`config.mk`:
```
export PLATFORM = sky130hd
export DESIGN_NAME = motor_pwm_driver
export DESIGN_NICKNAME = d
export VERILOG_FILES = /design/src/rtl/motor_pkg.sv /design/src/rtl/pwm_channel.sv /design/src/rtl/motor_pwm_driver.sv
export SDC_FILE = /design/constraint.sdc
export NUM_CORES = 1
export LEC_CHECK = 0
export ABC_AREA = 1
export BUFFER_PORTS_ARGS = -buffer_cell sky130_fd_sc_hd__buf_2
export CAP_MARGIN = 20
export CORE_MARGIN = 2
export CORE_UTILIZATION = 40
export DETAILED_ROUTE_END_ITERATION = 6
export PLACE_DENSITY = 0.54
export RECOVER_POWER = 25
export SYNTH_ARGS = -nofsm -noshare
export SYNTH_HDL_FRONTEND = slang
export SYNTH_SLANG_ARGS = --single-unit
```
`constraint.sdc`:
```
create_clock -name clk -period 3.5 [get_ports clk]
set_clock_uncertainty 0.05 [all_clocks]
set_input_delay 0.7 -clock clk [delete_from_list [all_inputs] [get_ports clk]]
set_output_delay 0.7 -clock clk [all_outputs]
set_load 0.02 [all_outputs]
```
`src/rtl/motor_pkg.sv`:
```
// ---------------------------------------------------------------------------
// motor_pkg
// Shared definitions for the motor-control slice: the PID controller, the
// RPM reader and the PWM driver all import this package so that command
// width, channel count and the channel-select width derivation stay
// consistent across blocks.
//   MOTOR_DATA_WIDTH : width of the signed PID command word
//   MOTOR_NUM_CHN    : number of motor channels
//   chn_width()      : channel-select width, max(1, clog2(n))
//   chn_state_e      : per-channel output state (RUN / DEAD)
// ---------------------------------------------------------------------------
package motor_pkg;

    localparam int MOTOR_DATA_WIDTH = 16;
    localparam int MOTOR_NUM_CHN    = 4;

    // A single channel still needs one select bit so the port never collapses
    // to zero width.
    function automatic int chn_width(input int n);
        return (n > 1) ? $clog2(n) : 1;
    endfunction

    typedef enum logic {
        ST_RUN  = 1'b0,
        ST_DEAD = 1'b1
    } chn_state_e;

endpackage

```
`src/rtl/pwm_channel.sv`:
```
// ---------------------------------------------------------------------------
// pwm_channel
// One motor channel of the PWM driver: shadow command register, active duty
// and direction, RUN/DEAD reversal FSM, PWM comparator and command watchdog.
//   clk, rst  : clock, synchronous active-high reset
//   cnt_i     : shared period counter value
//   load_i    : last cycle of the period (shadow -> active transfer)
//   start_i   : first cycle of the period (watchdog count event)
//   wr_i      : command write strobe for this channel
//   data_i    : signed command effort
//   pwm_o     : registered PWM output
//   dir_o     : direction, 1 = reverse
//   fault_o   : command timeout flag
// ---------------------------------------------------------------------------
module pwm_channel
    import motor_pkg::*;
#(
    parameter int DATA_WIDTH      = MOTOR_DATA_WIDTH,
    parameter int PWM_PERIOD      = 1000,
    parameter int TIMEOUT_PERIODS = 100,
    localparam int CNT_W          = $clog2(PWM_PERIOD)
) (
    input  logic                         clk,
    input  logic                         rst,
    input  logic [CNT_W-1:0]             cnt_i,
    input  logic                         load_i,
    input  logic                         start_i,
    input  logic                         wr_i,
    input  logic signed [DATA_WIDTH-1:0] data_i,
    output logic                         pwm_o,
    output logic                         dir_o,
    output logic                         fault_o
);

    localparam int DUTY_W = $clog2(PWM_PERIOD + 1);
    localparam int WD_W   = $clog2(TIMEOUT_PERIODS + 1);

    logic signed [DATA_WIDTH-1:0] shadow_q, shadow_d;
    logic [DUTY_W-1:0]            active_q, active_d;
    chn_state_e                   state_q, state_d;
    logic                         dir_q, dir_d;
    logic                         fault_q, fault_d;
    logic [WD_W-1:0]              wd_q, wd_d;
    logic                         pwm_q, pwm_d;

    logic signed [DATA_WIDTH-1:0] cmd;
    logic [DUTY_W-1:0]            cmd_duty;
    logic                         cmd_neg;
    logic                         timeout;

    // |v| clamped to the period. The extra bit keeps the most-negative
    // command from wrapping back to itself on negation.
    function automatic logic [DUTY_W-1:0] sat_duty(input logic signed [DATA_WIDTH-1:0] v);
        logic signed [DATA_WIDTH:0] ext;
        logic [DATA_WIDTH:0]        mag;
        ext = {v[DATA_WIDTH-1], v};
        mag = ext[DATA_WIDTH] ? $unsigned(-ext) : $unsigned(ext);
        if (64'(mag) > 64'(PWM_PERIOD)) begin
            return DUTY_W'(PWM_PERIOD);
        end
        return DUTY_W'(mag);
    endfunction

    always_comb begin
        shadow_d = shadow_q;
        active_d = active_q;
        state_d  = state_q;
        dir_d    = dir_q;
        fault_d  = fault_q;
        wd_d     = wd_q;

        // A write landing in the load cycle is forwarded into the load.
        cmd      = wr_i ? data_i : shadow_q;
        cmd_duty = sat_duty(cmd);
        cmd_neg  = cmd[DATA_WIDTH-1];

        // A write in the same cycle as the expiry wins and re-arms the watchdog.
        timeout  = start_i && !wr_i && (wd_q == WD_W'(TIMEOUT_PERIODS - 1));

        // Output is blanked for the whole DEAD period and forced low as soon
        // as the watchdog fires.
        pwm_d    = (state_q == ST_RUN) && !timeout && (DUTY_W'(cnt_i) < active_q);

        if (load_i) begin
            active_d = cmd_duty;
            case (state_q)
                ST_RUN: begin
                    // Zero commands never reverse; direction is held until
                    // the dead period has elapsed.
                    if ((cmd_duty != '0) && (cmd_neg != dir_q)) begin
                        state_d = ST_DEAD;
                    end
                end
                ST_DEAD: begin
                    state_d = ST_RUN;
                    if (cmd_duty != '0) begin
                        dir_d = cmd_neg;
                    end
                end
                default: state_d = ST_RUN;
            endcase
        end

        if (wr_i) begin
            shadow_d = data_i;
            fault_d  = 1'b0;
            wd_d     = '0;
        end else if (timeout) begin
            shadow_d = '0;
            active_d = '0;
            state_d  = ST_RUN;
            fault_d  = 1'b1;
            wd_d     = WD_W'(TIMEOUT_PERIODS);
        end else if (start_i && (wd_q != WD_W'(TIMEOUT_PERIODS))) begin
            // Saturates at the limit so an expired channel fires only once.
            wd_d = wd_q + 1'b1;
        end
    end

    always_ff @(posedge clk) begin
        if (rst) begin
            shadow_q <= '0;
            active_q <= '0;
            state_q  <= ST_RUN;
            dir_q    <= 1'b0;
            fault_q  <= 1'b0;
            wd_q     <= '0;
            pwm_q    <= 1'b0;
        end else begin
            shadow_q <= shadow_d;
            active_q <= active_d;
            state_q  <= state_d;
            dir_q    <= dir_d;
            fault_q  <= fault_d;
            wd_q     <= wd_d;
            pwm_q    <= pwm_d;
        end
    end

    assign pwm_o   = pwm_q;
    assign dir_o   = dir_q;
    assign fault_o = fault_q;

endmodule

```
`src/rtl/motor_pwm_driver.sv`:
```
// ---------------------------------------------------------------------------
// motor_pwm_driver
// Multi-channel PWM driver for H-bridges, fed by PID command strobes. Holds
// the shared period counter, the period tick and the command write decode;
// all per-channel behaviour lives in pwm_channel.
//   clk, rst       : clock, synchronous active-high reset
//   u_valid_i      : command strobe (always accepted)
//   u_chn_i        : command channel (out-of-range channels are dropped)
//   u_data_i       : signed command effort
//   pwm_o          : per-channel PWM
//   dir_o          : per-channel direction, 1 = reverse
//   fault_o        : per-channel command timeout
//   period_tick_o  : one-cycle pulse marking the start of each output period
// ---------------------------------------------------------------------------
module motor_pwm_driver
    import motor_pkg::*;
#(
    parameter int DATA_WIDTH      = MOTOR_DATA_WIDTH,
    parameter int NUM_CHN         = MOTOR_NUM_CHN,
    parameter int PWM_PERIOD      = 1000,
    parameter int TIMEOUT_PERIODS = 100,
    localparam int CHN_WIDTH      = chn_width(NUM_CHN)
) (
    input  logic                         clk,
    input  logic                         rst,
    input  logic                         u_valid_i,
    input  logic [CHN_WIDTH-1:0]         u_chn_i,
    input  logic signed [DATA_WIDTH-1:0] u_data_i,
    output logic [NUM_CHN-1:0]           pwm_o,
    output logic [NUM_CHN-1:0]           dir_o,
    output logic [NUM_CHN-1:0]           fault_o,
    output logic                         period_tick_o
);

    localparam int CNT_W = $clog2(PWM_PERIOD);

    logic [CNT_W-1:0] cnt_q, cnt_d;
    logic             tick_q, tick_d;
    logic             load;
    logic             start;

    always_comb begin
        load   = (cnt_q == CNT_W'(PWM_PERIOD - 1));
        start  = (cnt_q == '0);
        cnt_d  = load ? '0 : cnt_q + 1'b1;
        // Registered like pwm_o, so the tick lines up with the first PWM
        // sample of each period and first appears right after reset release.
        tick_d = start;
    end

    always_ff @(posedge clk) begin
        if (rst) begin
            cnt_q  <= '0;
            tick_q <= 1'b0;
        end else begin
            cnt_q  <= cnt_d;
            tick_q <= tick_d;
        end
    end

    assign period_tick_o = tick_q;

    for (genvar i = 0; i < NUM_CHN; i++) begin : g_chn
        logic wr;
        assign wr = u_valid_i && (u_chn_i == CHN_WIDTH'(i));

        pwm_channel #(
            .DATA_WIDTH      (DATA_WIDTH),
            .PWM_PERIOD      (PWM_PERIOD),
            .TIMEOUT_PERIODS (TIMEOUT_PERIODS)
        ) u_chn (
            .clk     (clk),
            .rst     (rst),
            .cnt_i   (cnt_q),
            .load_i  (load),
            .start_i (start),
            .wr_i    (wr),
            .data_i  (u_data_i),
            .pwm_o   (pwm_o[i]),
            .dir_o   (dir_o[i]),
            .fault_o (fault_o[i])
        );
    end

endmodule

```
; ---- Word level (Yosys, flattened, before mapping)
; Index checks and enable logic that the tools add are counted.
[totals]
in_bits = 21
word_cells = 202
regBits = 159
out_inout_bits = 13
[op_classes]
reduce_logical = 63
bitwise = 4
eq_ne = 16
n_mux = 68
addsub = 9
n_lt_le_gt_ge = 8
[ops]
columns = cell, n
row1 = 10-bit 2-to-1 mux, 20
row2 = 16-bit 2-to-1 mux, 12
row3 = 17-bit by 10-bit > comparator with 1-bit output (second input constant), 4
row4 = 17-bit 2-to-1 mux, 4
row5 = 16-bit negator with 17-bit output, 4
row6 = 7-bit 2-to-1 mux, 8
row7 = 10-bit less-than comparator, 4
row8 = 10-bit nonzero test, 4
row9 = 7-bit by 1-bit adder with 7-bit output (second input constant), 4
row10 = 7-bit equality test (second input constant), 4
row11 = 1-bit logical AND, 28
row12 = 7-bit inequality test (second input constant), 4
row13 = 1-bit 2-to-1 mux, 20
row14 = 2-bit nonzero test, 8
row15 = 3-bit AND reduction, 4
row16 = 3-bit OR reduction, 4
row17 = 10-bit by 1-bit adder with 10-bit output (second input constant), 1
row18 = 10-bit equality test (second input constant), 1
row19 = 10-bit logical NOT, 1
row20 = 2-bit OR reduction, 5
row21 = 1-bit logical NOT, 8
row22 = 1-bit case mux with 2 select lines, 4
row23 = 2-bit equality test (second input constant), 2
row24 = 1-bit inequality test, 4
row25 = 3 further kinds, 6

; ---- Longest topological paths before layout
; Gate-level depths: netlist of run 1.
[logic_depth]
ltp_word = 15
mapped_depth = 20
ltp_nobuf = 18

; ---- Cells and area by module
; A second synthesis of run 1 with hierarchy kept.
[unflattened]
cells_unflattened = 1458
area_unflattened_um2 = 9774.4
[modules_own_cells]
columns = module, instances, cells_per_inst, area_each_um2, seq_area_each_um2
row1 = pwm_channel, 4, 345, 2302.2, 740.7
row2 = motor_pwm_driver, 1, 78, 565.5, 220.2

; ---- Worst setup path before layout of run 1
; Ideal clock, no wire load.
[synth_timing]
path_kind = input to register
start = input u_valid_i
end = register g_chn[3].u_chn.active_q[7]
setup_time_ns = 0.113
t_arrival_ns = 2.392
stages = 18
path_buffers = 2
slack_ns = 0.945
path_cell_list = buf_6 -> nand3_4 -> buf_6 -> nand2_1 -> o21ai_1 -> nand2_1 -> nor2_4 -> nand2_2 -> clkinv_1 -> nand2_1 -> nand2_1 -> nand3_1 -> nor2_2 -> nand3_2 -> nor2_4 -> nand2_1 -> o21ai_1 -> inv_1
[synth_via]
elab_chain_len = 10
[synth_rtl]
columns = element, line_no
row1 = start: declaration, motor_pwm_driver.sv:26  ; input logic u_valid_i,
row2 = 1-bit logical AND (*), motor_pwm_driver.sv:65  ; assign wr = u_valid_i && (u_chn_i == CHN_WIDTH'(i));
row3 = 16-bit 2-to-1 mux, pwm_channel.sv:73  ; cmd = wr_i ? data_i : shadow_q;
row4 = 16-bit negator with 17-bit output, pwm_channel.sv:57  ; mag = ext[DATA_WIDTH] ? $unsigned(-ext) : $unsigned(ext);
row5 = 17-bit 2-to-1 mux, pwm_channel.sv:57
row6 = 17-bit by 10-bit > comparator with 1-bit output, pwm_channel.sv:58  ; if (64'(mag) > 64'(PWM_PERIOD)) begin
row7 = 1-bit 2-to-1 mux, pwm_channel.sv:58
row8 = 10-bit 2-to-1 mux, pwm_channel.sv:61  ; return DUTY_W'(mag);
row9 = 10-bit 2-to-1 mux, pwm_channel.sv:84  ; if (load_i) begin
row10 = 10-bit 2-to-1 mux, pwm_channel.sv:108  ; end else if (timeout) begin
row11 = 10-bit 2-to-1 mux (*), pwm_channel.sv:104  ; if (wr_i) begin
row12 = end signal: assignment, pwm_channel.sv:131  ; active_q <= active_d;
row13 = end: declaration, pwm_channel.sv:39  ; logic [DUTY_W-1:0] active_q, active_d;
; Every way passes the cells marked *; elsewhere a longest branch is shown, timed or not.
; A chain may end at the register's enable or synchronous reset.

; ---- Worst setup path after layout of run 1
[layout_timing]
start = register cnt_q[3]
end = register g_chn[2].u_chn.shadow_q[15]
[layout_via]
elab_chain_len = 4
[layout_rtl]
columns = element, line_no
row1 = start: declaration, motor_pwm_driver.sv:37  ; logic [CNT_W-1:0] cnt_q, cnt_d;
row2 = start signal: assignment, motor_pwm_driver.sv:56  ; cnt_q <= cnt_d;
row3 = 10-bit logical NOT, motor_pwm_driver.sv:44  ; start = (cnt_q == '0);
row4 = 1-bit logical AND (2 in a row), pwm_channel.sv:78  ; timeout = start_i && !wr_i && (wd_q == WD_W'(TIMEOUT_PERIODS - 1));
row5 = 2-bit nonzero test (no source line), --
row6 = end signal: assignment, pwm_channel.sv:130  ; shadow_q <= shadow_d;
row7 = end: declaration, pwm_channel.sv:38  ; logic signed [DATA_WIDTH-1:0] shadow_q, shadow_d;
; No other way between the ends.

==> metrics.txt, run 1 <==
run status=completed; total negative slack=0 ps; pwr dens=429 nW/µm²; count of routing violations after the opening detailed-route iteration=563; largest net degree at the start of global routing=33; number of vias per cell after detailed routing=4.96; Syn. warnings=0; number of clock sinks seen by CTS=159; placed wire-length estimate after detailed placement=21700 µm; # setup viols final=0; switch share=30.4%; CTS root buffer=sky130_fd_sc_hd__clkbuf_16; via count of the routed design=9544; total global routing overflow=0; worst reg2reg path depth=9; largest driver fanout on the critical path=13; post-cts sizing count=0; Mapped Avg Cell Area=6.39 µm²; leakage power total=5.06 nW; path type of the worst setup path=flip-flop to flip-flop; slowest library cell on the worst path=sky130_fd_sc_hd__nor3_1; achievable clock frequency=0.325 GHz; period utilization=87.9%; number of H-tree levels=4; mean routed wirelength per cell=14.7 µm; register share of total power=39.9%; Final Hold Violating Endpoints=0; number of buffers created by CTS=17; distinct cell type count of the synthesized netlist=43; final core occ=45.2%; required time of the critical path=3780 ps; clock transition time at the flip-flop clock pins of the worst setup and hold paths=70 ps; die outline area=26100 µm²; latest clock arrival within the worst-skew pair=440 ps; fin area=11000 µm²; Final min period=3080 ps; setup repair after global routing missed its margin=false; vias in the first global route=8860; placeable core region=24400 µm²; path category of the worst min-delay check=flip-flop to flip-flop; number of iterations in the first detailed-routing pass=7; global-route usage over all layers=22.3%; number of max-capacitance violations reported=0; Max Root-Sink Buffers=2; total net switching power=1.44 mW; most used cell along the critical path=sky130_fd_sc_hd__nor2_1; met1 Usage GRT=31.1%; number of fill cells in the layout=2664; boundary pin count=34; area added between synthesis and finish=10.8%; GP Congestion=0.899; number of nets still failing antenna checks after routing=0; met3 Use GR=4.01%; GR met2 Demand/Resource=36.0%; Post-Syn Nets=1625; crit path DAT=3360 ps; initial antenna violation count=0; Worst setup EP type=flip-flop; Area after DPL=10400 µm²; number of antenna cells inserted=0; aggregate routed wire length=28300 µm; Starting Density=40.8%; number of buffers added to fix hold violations after cts=0; Critical Path, Cell by Cell=nor4_1 -> nand3_1 -> nor2_1 -> inv_1 -> nor3_1 -> nor2_1 -> inv_1 -> buf_4 -> nor2_1; TritonCTS clock tree=built; row count=57; total of buffers placed on input and output ports=33; Chip Width=162 µm; Net count, final=1653; worst slew margin relative to its limit=41.8%; CP startpoint kind=flip-flop; final number of max-transition violations=0; delay of the slowest critical-path stage=530 ps; share of cells above drive strength 1=7.75%; number of synthesized register bits=159; Clock power frac=41.9%; Internal Pwr Total=3.29 mW; combined area of all synthesized cells=9950 µm²; maximum resistive drop on vdd=0.284 mV; actual slew at the worst max-slew pin=873 ps; DRC viols=0; part of the power in combinational logic=18.2%; first-pass GRT wire length=45800 µm; routing layer with the top usage in global route=met2; Die Y-Extent=162 µm; count of cells along the worst hold path=2; buffers inserted during post-CTS setup optimization=0; cell count after synthesis=1558; portion of the post-synthesis area used by sequential elements=32.0%
-- per-layer routing --
| layer | vias to the layer above | wire length (µm) |
|---|---|---|
| met5 | - | 0 |
| met4 | 0 | 333 |
| met3 | 21 | 1080 |
| met2 | 173 | 12500 |
| met1 | 4316 | 14300 |
| li1 | 5034 | - |
-- kinds of logic after synthesis --
logic type	count (synthesis)	synth area share, %
XOR/XNOR	21	1.85
AND/OR/NAND/NOR	831	36.3
buffers and inverters	282	12.1
AO/OA/AOI/OAI	219	11.9
adder cells (fa/ha/maj)	46	5.79
flip-flops	159	32.0
-- state kept, by name (all words and copies together) (netlist names) --
register / count
g_chn.u_chn.fault_o: 4
cnt_q: 10
g_chn.u_chn.pwm_o: 4
g_chn.u_chn.dir_o: 4
g_chn.u_chn.shadow_q: 64
period_tick_o: 1
g_chn.u_chn.state_q: 4
g_chn.u_chn.active_q: 40
g_chn.u_chn.wd_q: 28
-- worst max-delay path, delay by kind of cell, from the launching register on --
family / cells / cell delay (ps)
DFF: 1 / 430
and+or+nand+nor: 6 / 1510
buffers and inverters: 3 / 970
-- cell usage after synthesis (all sizes together) --
cell / n / area (µm²)
ha: 46 / 576
a31oi: 7 / 43.8
buf: 41 / 304
nor4: 8 / 50.1
o211ai: 5 / 37.5
nand2: 418 / 1590
clkbuf: 17 / 63.8
or2: 1 / 6.26
a211o: 2 / 17.5
dfxtp: 159 / 3180
xor2: 18 / 158
xnor2: 3 / 26.3
clkinv: 7 / 26.3
o2111ai: 2 / 17.5
a31o: 1 / 8.76
o21ai: 115 / 606
nand4: 41 / 257
nand3b: 4 / 30.0
nor2: 206 / 858
and3: 1 / 6.26
a21boi: 3 / 22.5
o21a: 4 / 30.0
nand3: 111 / 596
a21oi: 78 / 390
o21bai: 1 / 7.51
inv: 217 / 815
and2: 1 / 6.26
nor3: 39 / 200
nor3b: 1 / 7.51
a21o: 1 / 7.51
-- cell type report --
type                    count  area [µm²]  area share (%)
multi-input cells        1117        5550            50.3
flip-flops and latches    159        3180            28.9
inverters                 224         841            7.63
clock buffers              20         457            4.14
repair buffers             67         430            3.90
well taps                 324         405            3.68
clock inverters            12         159            1.44
-- through the flow --
step / power, mW / hold slack, ps / setup WS, ps / cells
after floorplan: 2.56 / 391 / 945 / 1558
after global placement: 2.78 / 395 / 145 / 1891
after detailed placement: 2.78 / 411 / 108 / 1891
after CTS: 4.77 / 426 / 514 / 1923
after global routing: 4.97 / 443 / 205 / 1923
final: 4.73 / 423 / 423 / 1923
-- power groups by stage --
stage	Combinational (mW)	Sequential [mW]	Clock, mW
floorplan	0.634	1.92	0
global placement	0.857	1.93	0
detailed placement	0.856	1.93	0
CTS	0.859	1.89	2.02
global route	0.974	1.89	2.10
finish	0.859	1.89	1.98
-- cells in the final DEF (no fill, tap or decap), types with 3 or more instances in the layout --
cell                        instances
sky130_fd_sc_hd__nand2_1          411
sky130_fd_sc_hd__inv_1            212
sky130_fd_sc_hd__nor2_1           189
sky130_fd_sc_hd__dfxtp_1          159
sky130_fd_sc_hd__nand3_1          106
sky130_fd_sc_hd__o21ai_0           81
sky130_fd_sc_hd__a21oi_1           78
sky130_fd_sc_hd__ha_1              46
sky130_fd_sc_hd__nand4_1           41
sky130_fd_sc_hd__nor3_1            39
sky130_fd_sc_hd__o21ai_1           28
sky130_fd_sc_hd__buf_4             28
sky130_fd_sc_hd__buf_2             20
sky130_fd_sc_hd__xor2_1            18
sky130_fd_sc_hd__clkbuf_16         17
sky130_fd_sc_hd__clkbuf_1          17
sky130_fd_sc_hd__nor2_2             9
sky130_fd_sc_hd__nor2_4             8
sky130_fd_sc_hd__nor4_1             8
sky130_fd_sc_hd__clkinv_1           7
sky130_fd_sc_hd__a31oi_1            7
sky130_fd_sc_hd__nand2_2            6
sky130_fd_sc_hd__inv_2              5
sky130_fd_sc_hd__o21ai_2            5
sky130_fd_sc_hd__o211ai_1           5
sky130_fd_sc_hd__nand3b_1           4
sky130_fd_sc_hd__o21a_1             4
sky130_fd_sc_hd__a21boi_0           3
sky130_fd_sc_hd__xnor2_1            3
sky130_fd_sc_hd__nand3_2            3
sky130_fd_sc_hd__bufinv_16          3
sky130_fd_sc_hd__clkinv_4           3
sky130_fd_sc_hd__buf_12             3
-- worst paths after layout --
path | from | to | slack (ps)
setup / recovery | cnt_q[3] | g_chn[2].u_chn.shadow_q[15] | 420
hold / removal | g_chn[1].u_chn.active_q[0] | g_chn[1].u_chn.active_q[0] | 420
hold reg to reg | g_chn[1].u_chn.active_q[0] | g_chn[1].u_chn.active_q[0] | 420
setup reg to reg | cnt_q[3] | g_chn[2].u_chn.shadow_q[15] | 420
(Power assumes the default switching activity.)
==> run 2: changes to the inputs <==
--- a/config.mk
+++ b/config.mk
@@ -11,6 +11,7 @@
 export CORE_MARGIN = 2
 export CORE_UTILIZATION = 40
 export DETAILED_ROUTE_END_ITERATION = 6
+export GPL_TIMING_DRIVEN = 0
 export PLACE_DENSITY = 0.54
 export RECOVER_POWER = 25
 export SYNTH_ARGS = -nofsm -noshare
==> run 2 against run 1 <==
Net effect:
- count of clock-buffer cells in the layout is the same
- combinational power is 2% higher
- sequential share of layout area decreased by 0.12 points
- critical path type unchanged
- largest power group is now registers
- largest cell class unchanged
- via count is 2.2% higher
- global-route usage grew 1.3 points
==> metrics.txt, run 2 (synthesis gave the netlist of run 1 again) <==
run status=completed; Starting Density=40.8% (unchanged); TritonCTS clock tree=built; placeable core region=24400 µm² (unchanged); total net switching power=1.45 mW (+0.74%); number of nets still failing antenna checks after routing=0 (unchanged); Clock power frac=40.0% (-1.9 points); slowest library cell on the worst path=sky130_fd_sc_hd__nor3_2; share of cells above drive strength 1=8.21% (+0.46 points); actual slew at the worst max-slew pin=972 ps (+98.8 ps); switch share=31.4% (+1.0 points); number of max-capacitance violations reported=0 (unchanged); number of buffers added to fix hold violations after cts=0 (unchanged); Final min period=3270 ps (+189 ps); initial antenna violation count=0 (unchanged); total of buffers placed on input and output ports=30 (-9.1%); placed wire-length estimate after detailed placement=23300 µm (+7.2%); Net count, final=1674 (+1.3%); final critical-path setup slack=234 ps (-189 ps); top library cells by usage in the layout, fill and taps aside=sky130_fd_sc_hd__nand2_1, sky130_fd_sc_hd__inv_1, sky130_fd_sc_hd__nor2_1, sky130_fd_sc_hd__dfxtp_1, sky130_fd_sc_hd__nand3_1; crit path DAT=3550 ps (+190 ps); row count=57 (unchanged); Worst setup EP type=flip-flop; mean routed wirelength per cell=15.5 µm (+5.4%); number of clock sinks seen by CTS=159 (unchanged); path type of the worst setup path=flip-flop to flip-flop; largest register by flop count=g_chn.u_chn.shadow_q; via count of the routed design=9751 (+2.2%); Die Y-Extent=162 µm (unchanged); CP startpoint kind=flip-flop; worst slew margin relative to its limit=34.5% (-7.3 points); vias in the first global route=8919 (+0.67%); Internal Pwr Total=3.16 mW (-3.8%); DRC viols=0 (unchanged); largest driver fanout on the critical path=10 (-3); final number of max-transition violations=0 (unchanged); number of buffers created by CTS=17 (unchanged); CTS root buffer=sky130_fd_sc_hd__clkbuf_16; global-route usage over all layers=23.6% (+1.3 points); # setup viols final=0 (unchanged); first-pass GRT wire length=48300 µm (+5.5%); latest clock arrival within the worst-skew pair=430 ps (about the same); boundary pin count=34 (unchanged); area added between synthesis and finish=11.3%; buffers inserted during post-CTS setup optimization=0 (unchanged); number of fill cells in the layout=2619 (-1.7%); number of vias per cell after detailed routing=5.02 (+1.1%); Final Hold Violating Endpoints=0 (unchanged); clock transition time at the flip-flop clock pins of the worst setup and hold paths=70 ps (about the same); Chip Width=162 µm (unchanged); Max Root-Sink Buffers=2 (unchanged); path category of the worst min-delay check=flip-flop to flip-flop; total negative slack=0 ps (unchanged); leakage power total=5.07 nW (+0.23%); pre-CTS setup slack=68.3 ps (-40.1 ps); part of the power in combinational logic=19.0% (+0.8 points); largest net degree at the start of global routing=17 (-48%); maximum resistive drop on vdd=0.274 mV (-3.8%); required time of the critical path=3780 ps (about the same); number of iterations in the first detailed-routing pass=5 (-2); delay of the slowest critical-path stage=620 ps (+90 ps); Top Family by Delay on Critical Path=simple AND/OR/NAND/NOR gates; period utilization=93.3% (+5.4 points); register share of total power=41.0% (+1.1 points); Critical Path, Cell by Cell=nor4_1 -> nand3_1 -> nor2_2 -> inv_1 -> nor3_2 -> nor2_1 -> nand2_1 -> a21oi_1 -> o21a_1; flip-flop count of the largest register, all copies and words added=64 (unchanged); die outline area=26100 µm² (unchanged); pwr dens=416 nW/µm² (-2.9%); number of antenna cells inserted=0 (unchanged); count of routing violations after the opening detailed-route iteration=639 (+13%); setup repair after global routing missed its margin=false; CP bufs+invs=1 (-2); aggregate routed wire length=30100 µm (+6.6%); most frequent standard cell in the layout excluding fill and tap cells=sky130_fd_sc_hd__nand2_1; number of H-tree levels=4 (unchanged); Regs by FF count=g_chn.u_chn.shadow_q: 64 flops, g_chn.u_chn.active_q: 40 flops, g_chn.u_chn.wd_q: 28 flops; GP Congestion=0.914 (+1.7%); total global routing overflow=0 (unchanged); Worst Hold Slack=420 ps (-2.36 ps); achievable clock frequency=0.306 GHz (-5.8%)
-- run 2: cell count changes in the layout (fill, tap and decap cells not counted), sizes merged --
cell	before	now
clkinvlp	2	3
inv	219	218
buf	51	55
bufinv	3	1
clkinv	12	14
clkbuf	36	53
-- run 2: worst min-delay path: stages (launching register included) --
cell                      delay (ps)
sky130_fd_sc_hd__dfxtp_1         330
sky130_fd_sc_hd__nor2_1           50
sky130_fd_sc_hd__nor2_1           70
-- run 2: area by class of cell --
class / count / area, µm² / share of cell area, %
Clock inverter: 12 / 111 / 1.01
Buffer: 58 / 365 / 3.30
Timing Repair Buffer: 30 / 133 / 1.20
Sequential cell: 159 / 3180 / 28.7
Clock buffer: 20 / 467 / 4.22
Inverter: 224 / 841 / 7.59
Tap cell: 324 / 405 / 3.66
Multi-Input combinational cell: 1117 / 5570 / 50.3
-- run 2: layer usage --
metal	global-route usage (%)	part of all wire (%)	vias up
li1	-	-	5081
met1	33.1	49	4467
met2	38.3	45	181
met3	3.45	4.1	22
met4	5.79	1.3	0
met5	0	0	-
-- run 2: worst paths after layout --
path | start | endpoint | slack (ps) | cells past startpoint
max | cnt_q[5] | g_chn[0].u_chn.wd_q[3] | 230 | 9
min | g_chn[3].u_chn.fault_o | g_chn[3].u_chn.fault_o | 420 | 2
max reg2reg | cnt_q[5] | g_chn[0].u_chn.wd_q[3] | 230 | 9
min reg2reg | g_chn[3].u_chn.fault_o | g_chn[3].u_chn.fault_o | 420 | 2
-- run 2: power by group through the flow --
stage	Sequential (mW)	Clock, mW	Combinational [mW]
finish	1.89	1.85	0.875
floorplan	1.92	0	0.634
global route	1.89	1.96	0.989
global placement	1.93	0	0.862
detailed placement	1.93	0	0.865
CTS	1.89	1.88	0.869
-- run 2: stage by stage --
step	total power [mW]	cells	util [%]	cell area, µm²
global route	4.84	1944	45.4	11100
global placement	2.79	1912	43.1	10500
floorplan	2.56	1558	-	9950
CTS	4.63	1944	45.4	11100
finish	4.61	1944	45.4	11100
detailed placement	2.80	1912	43.1	10500
-- run 2: repair_timing --
item,CTS,global route
setup endpoints to repair,0,24
resized for setup,0,2
hold endpoints to repair,0,0
==> run 3: changes to the inputs <==
--- a/config.mk
+++ b/config.mk
@@ -12,7 +12,7 @@
 export CORE_UTILIZATION = 40
 export DETAILED_ROUTE_END_ITERATION = 6
 export GPL_TIMING_DRIVEN = 0
-export PLACE_DENSITY = 0.54
+export PLACE_DENSITY = 0.57
 export RECOVER_POWER = 25
 export SYNTH_ARGS = -nofsm -noshare
 export SYNTH_HDL_FRONTEND = slang
==> constraint.sdc (replaced) <==
create_clock -name clk -period 2.69 [get_ports clk]
set_clock_uncertainty 0.05 [all_clocks]
set_input_delay 0.538 -clock clk [delete_from_list [all_inputs] [get_ports clk]]
set_output_delay 0.538 -clock clk [all_outputs]
set_load 0.02 [all_outputs]
==> run 3 against run 2 <==
Net effect:
- hold slack lost 3.7 ps
- global-route usage about the same
- die area stayed put
- setup slack got worse by 100 ps
- largest cell class unchanged
==> metrics.txt, run 3 (synthesis gave the netlist of run 1 again) <==
final number of max-transition violations=0 (unchanged); Final min period=2560 ps (-710 ps); Chip Width=162 µm (unchanged); global-route usage over all layers=23.6% (+0.035 points); most used cell along the critical path=sky130_fd_sc_hd__inv_1; total negative slack=0 ps (unchanged); boundary pin count=34 (unchanged); number of buffers created by CTS=17 (unchanged); Regs by FF count=g_chn.u_chn.shadow_q: 64 flops, g_chn.u_chn.active_q: 40 flops, g_chn.u_chn.wd_q: 28 flops; vias in the first global route=8995 (+0.85%); # setup viols final=0 (unchanged); number of iterations in the first detailed-routing pass=5 (unchanged); first-pass GRT wire length=48400 µm (+0.30%); number of clock sinks seen by CTS=159 (unchanged); number of max-capacitance violations reported=0 (unchanged); row count=57 (unchanged); flip-flop count of the largest register, all copies and words added=64 (unchanged); crit path DAT=2840 ps (-710 ps); mean routed wirelength per cell=15.6 µm (+0.52%); latest clock arrival within the worst-skew pair=440 ps (about the same); largest register by flop count=g_chn.u_chn.shadow_q; total of buffers placed on input and output ports=30 (unchanged); Worst Hold Slack=417 ps (-3.68 ps); Max Root-Sink Buffers=2 (unchanged); via count of the routed design=9924 (+1.8%); placeable core region=24400 µm² (unchanged); largest net degree at the start of global routing=18 (+1); total global routing overflow=0 (unchanged); share of cells above drive strength 1=10.0% (+1.8 points); die outline area=26100 µm² (unchanged); number of buffers added to fix hold violations after cts=0 (unchanged); achievable clock frequency=0.391 GHz (+28%); path type of the worst setup path=flip-flop to flip-flop; run status=completed; path category of the worst min-delay check=flip-flop to flip-flop; placed cell count=1912 (unchanged); count of routing violations after the opening detailed-route iteration=710 (+11%); fin area=11300 µm² (+1.8%); Net count, final=1682 (+0.48%); actual slew at the worst max-slew pin=766 ps (-206 ps); Critical Path, Cell by Cell=inv_1 -> nor3_1 -> nand4_1 -> clkinv_1 -> clkbuf_1 -> nand3_1 -> nand2_1 -> inv_1; clock transition time at the flip-flop clock pins of the worst setup and hold paths=70 ps (about the same); number of nets still failing antenna checks after routing=0 (unchanged); final core occ=46.2% (+0.80 points); number of antenna cells inserted=0 (unchanged); final critical-path setup slack=135 ps (-99.5 ps); most frequent standard cell in the layout excluding fill and tap cells=sky130_fd_sc_hd__nand2_1; number of vias per cell after detailed routing=5.08 (+1.4%); largest driver fanout on the critical path=10 (unchanged); delay of the slowest critical-path stage=550 ps (-70 ps); worst slew margin relative to its limit=48.9% (+14 points); Die Y-Extent=162 µm (unchanged); slowest library cell on the worst path=sky130_fd_sc_hd__dfxtp_1; period utilization=95.0% (+1.7 points); Final Hold Violating Endpoints=0 (unchanged); top library cells by usage in the layout, fill and taps aside=sky130_fd_sc_hd__nand2_1, sky130_fd_sc_hd__inv_1, sky130_fd_sc_hd__nor2_1, sky130_fd_sc_hd__dfxtp_1, sky130_fd_sc_hd__nand3_1; TritonCTS clock tree=built; CTS root buffer=sky130_fd_sc_hd__clkbuf_16; maximum resistive drop on vdd=0.313 mV (+15%); aggregate routed wire length=30400 µm (+0.93%); Starting Density=40.8% (unchanged); initial antenna violation count=0 (unchanged); leakage power total=5.15 nW (+1.7%); Worst setup EP type=flip-flop; pre-CTS setup slack=-928 ps (-997 ps); count of non-filler cells in the finished layout=1952 (+0.41%); required time of the critical path=2980 ps (-800 ps); CP startpoint kind=flip-flop; area added between synthesis and finish=13.3%; DRC viols=0 (unchanged); GP Congestion=0.944 (+3.3%); pwr dens=545 nW/µm² (+31%); Pwr Total=6.14 mW (+33%); Area after DPL=10500 µm² (unchanged); placed wire-length estimate after detailed placement=23000 µm (-1.1%); number of H-tree levels=4 (unchanged)
==> run 3: cell types whose count changed in the layout (fill, tap and decap cells not counted), moves of 4 or more <==
cell | before | now
sky130_fd_sc_hd__buf_4 | 17 | 25
sky130_fd_sc_hd__clkbuf_1 | 33 | 25
sky130_fd_sc_hd__clkbuf_2 | 0 | 6
sky130_fd_sc_hd__dfxtp_1 | 159 | 155
sky130_fd_sc_hd__dfxtp_2 | 0 | 4
sky130_fd_sc_hd__nor2_1 | 188 | 184
sky130_fd_sc_hd__nor3_4 | 0 | 4
==> run 3: timing repair <==
item | CTS | global route
setup endpoints to repair | 110 | 75
buffers inserted | 5 | 3
pin swaps | 2 | 2
resized for setup | 14 | 23
==> run 3: layout make-up <==
cell class	instances	area, µm²
plain buffers	58	383
clock buffers	17	425
clock inverters	15	170
fillers	2641	13100
inverters	224	846
multi-input cells	1117	5640
flip-flops and latches	159	3190
well taps	324	405
repair buffers	38	205
==> run 3: routing by layer <==
layer  wire length (µm)  GRT usage (%)  vias up
met5                  0              0        -
met4                480           5.75        0
met3               1570           3.29       34
met2              13500           37.9      257
met1              14800           33.7     4535
li1                   -              -     5098
==> run 3: final timing paths <==
kind | from | end | slack, ps | cells past startpoint
worst min-delay path | g_chn[1].u_chn.active_q[2] | g_chn[1].u_chn.active_q[2] | 420 | 2
worst min register to register | g_chn[1].u_chn.active_q[2] | g_chn[1].u_chn.active_q[2] | 420 | 2
worst max register to register | cnt_q[9] | g_chn[1].u_chn.active_q[6] | 130 | 8
worst max-delay path | cnt_q[9] | g_chn[1].u_chn.active_q[6] | 130 | 8
==> run 3: critical path, delay by kind of cell (launching register included) <==
kind / cells / cell delay, ps
buffers and inverters: 4 / 990
flip-flops: 1 / 550
AND/OR/NAND/NOR: 4 / 870
==> run 3: where the power goes <==
part	leakage, nW	internal, mW	switching, mW
clock network	0.278	1.32	1.18
registers	1.29	2.42	0.0366
logic	3.58	0.367	0.822
total	5.15	4.11	2.03
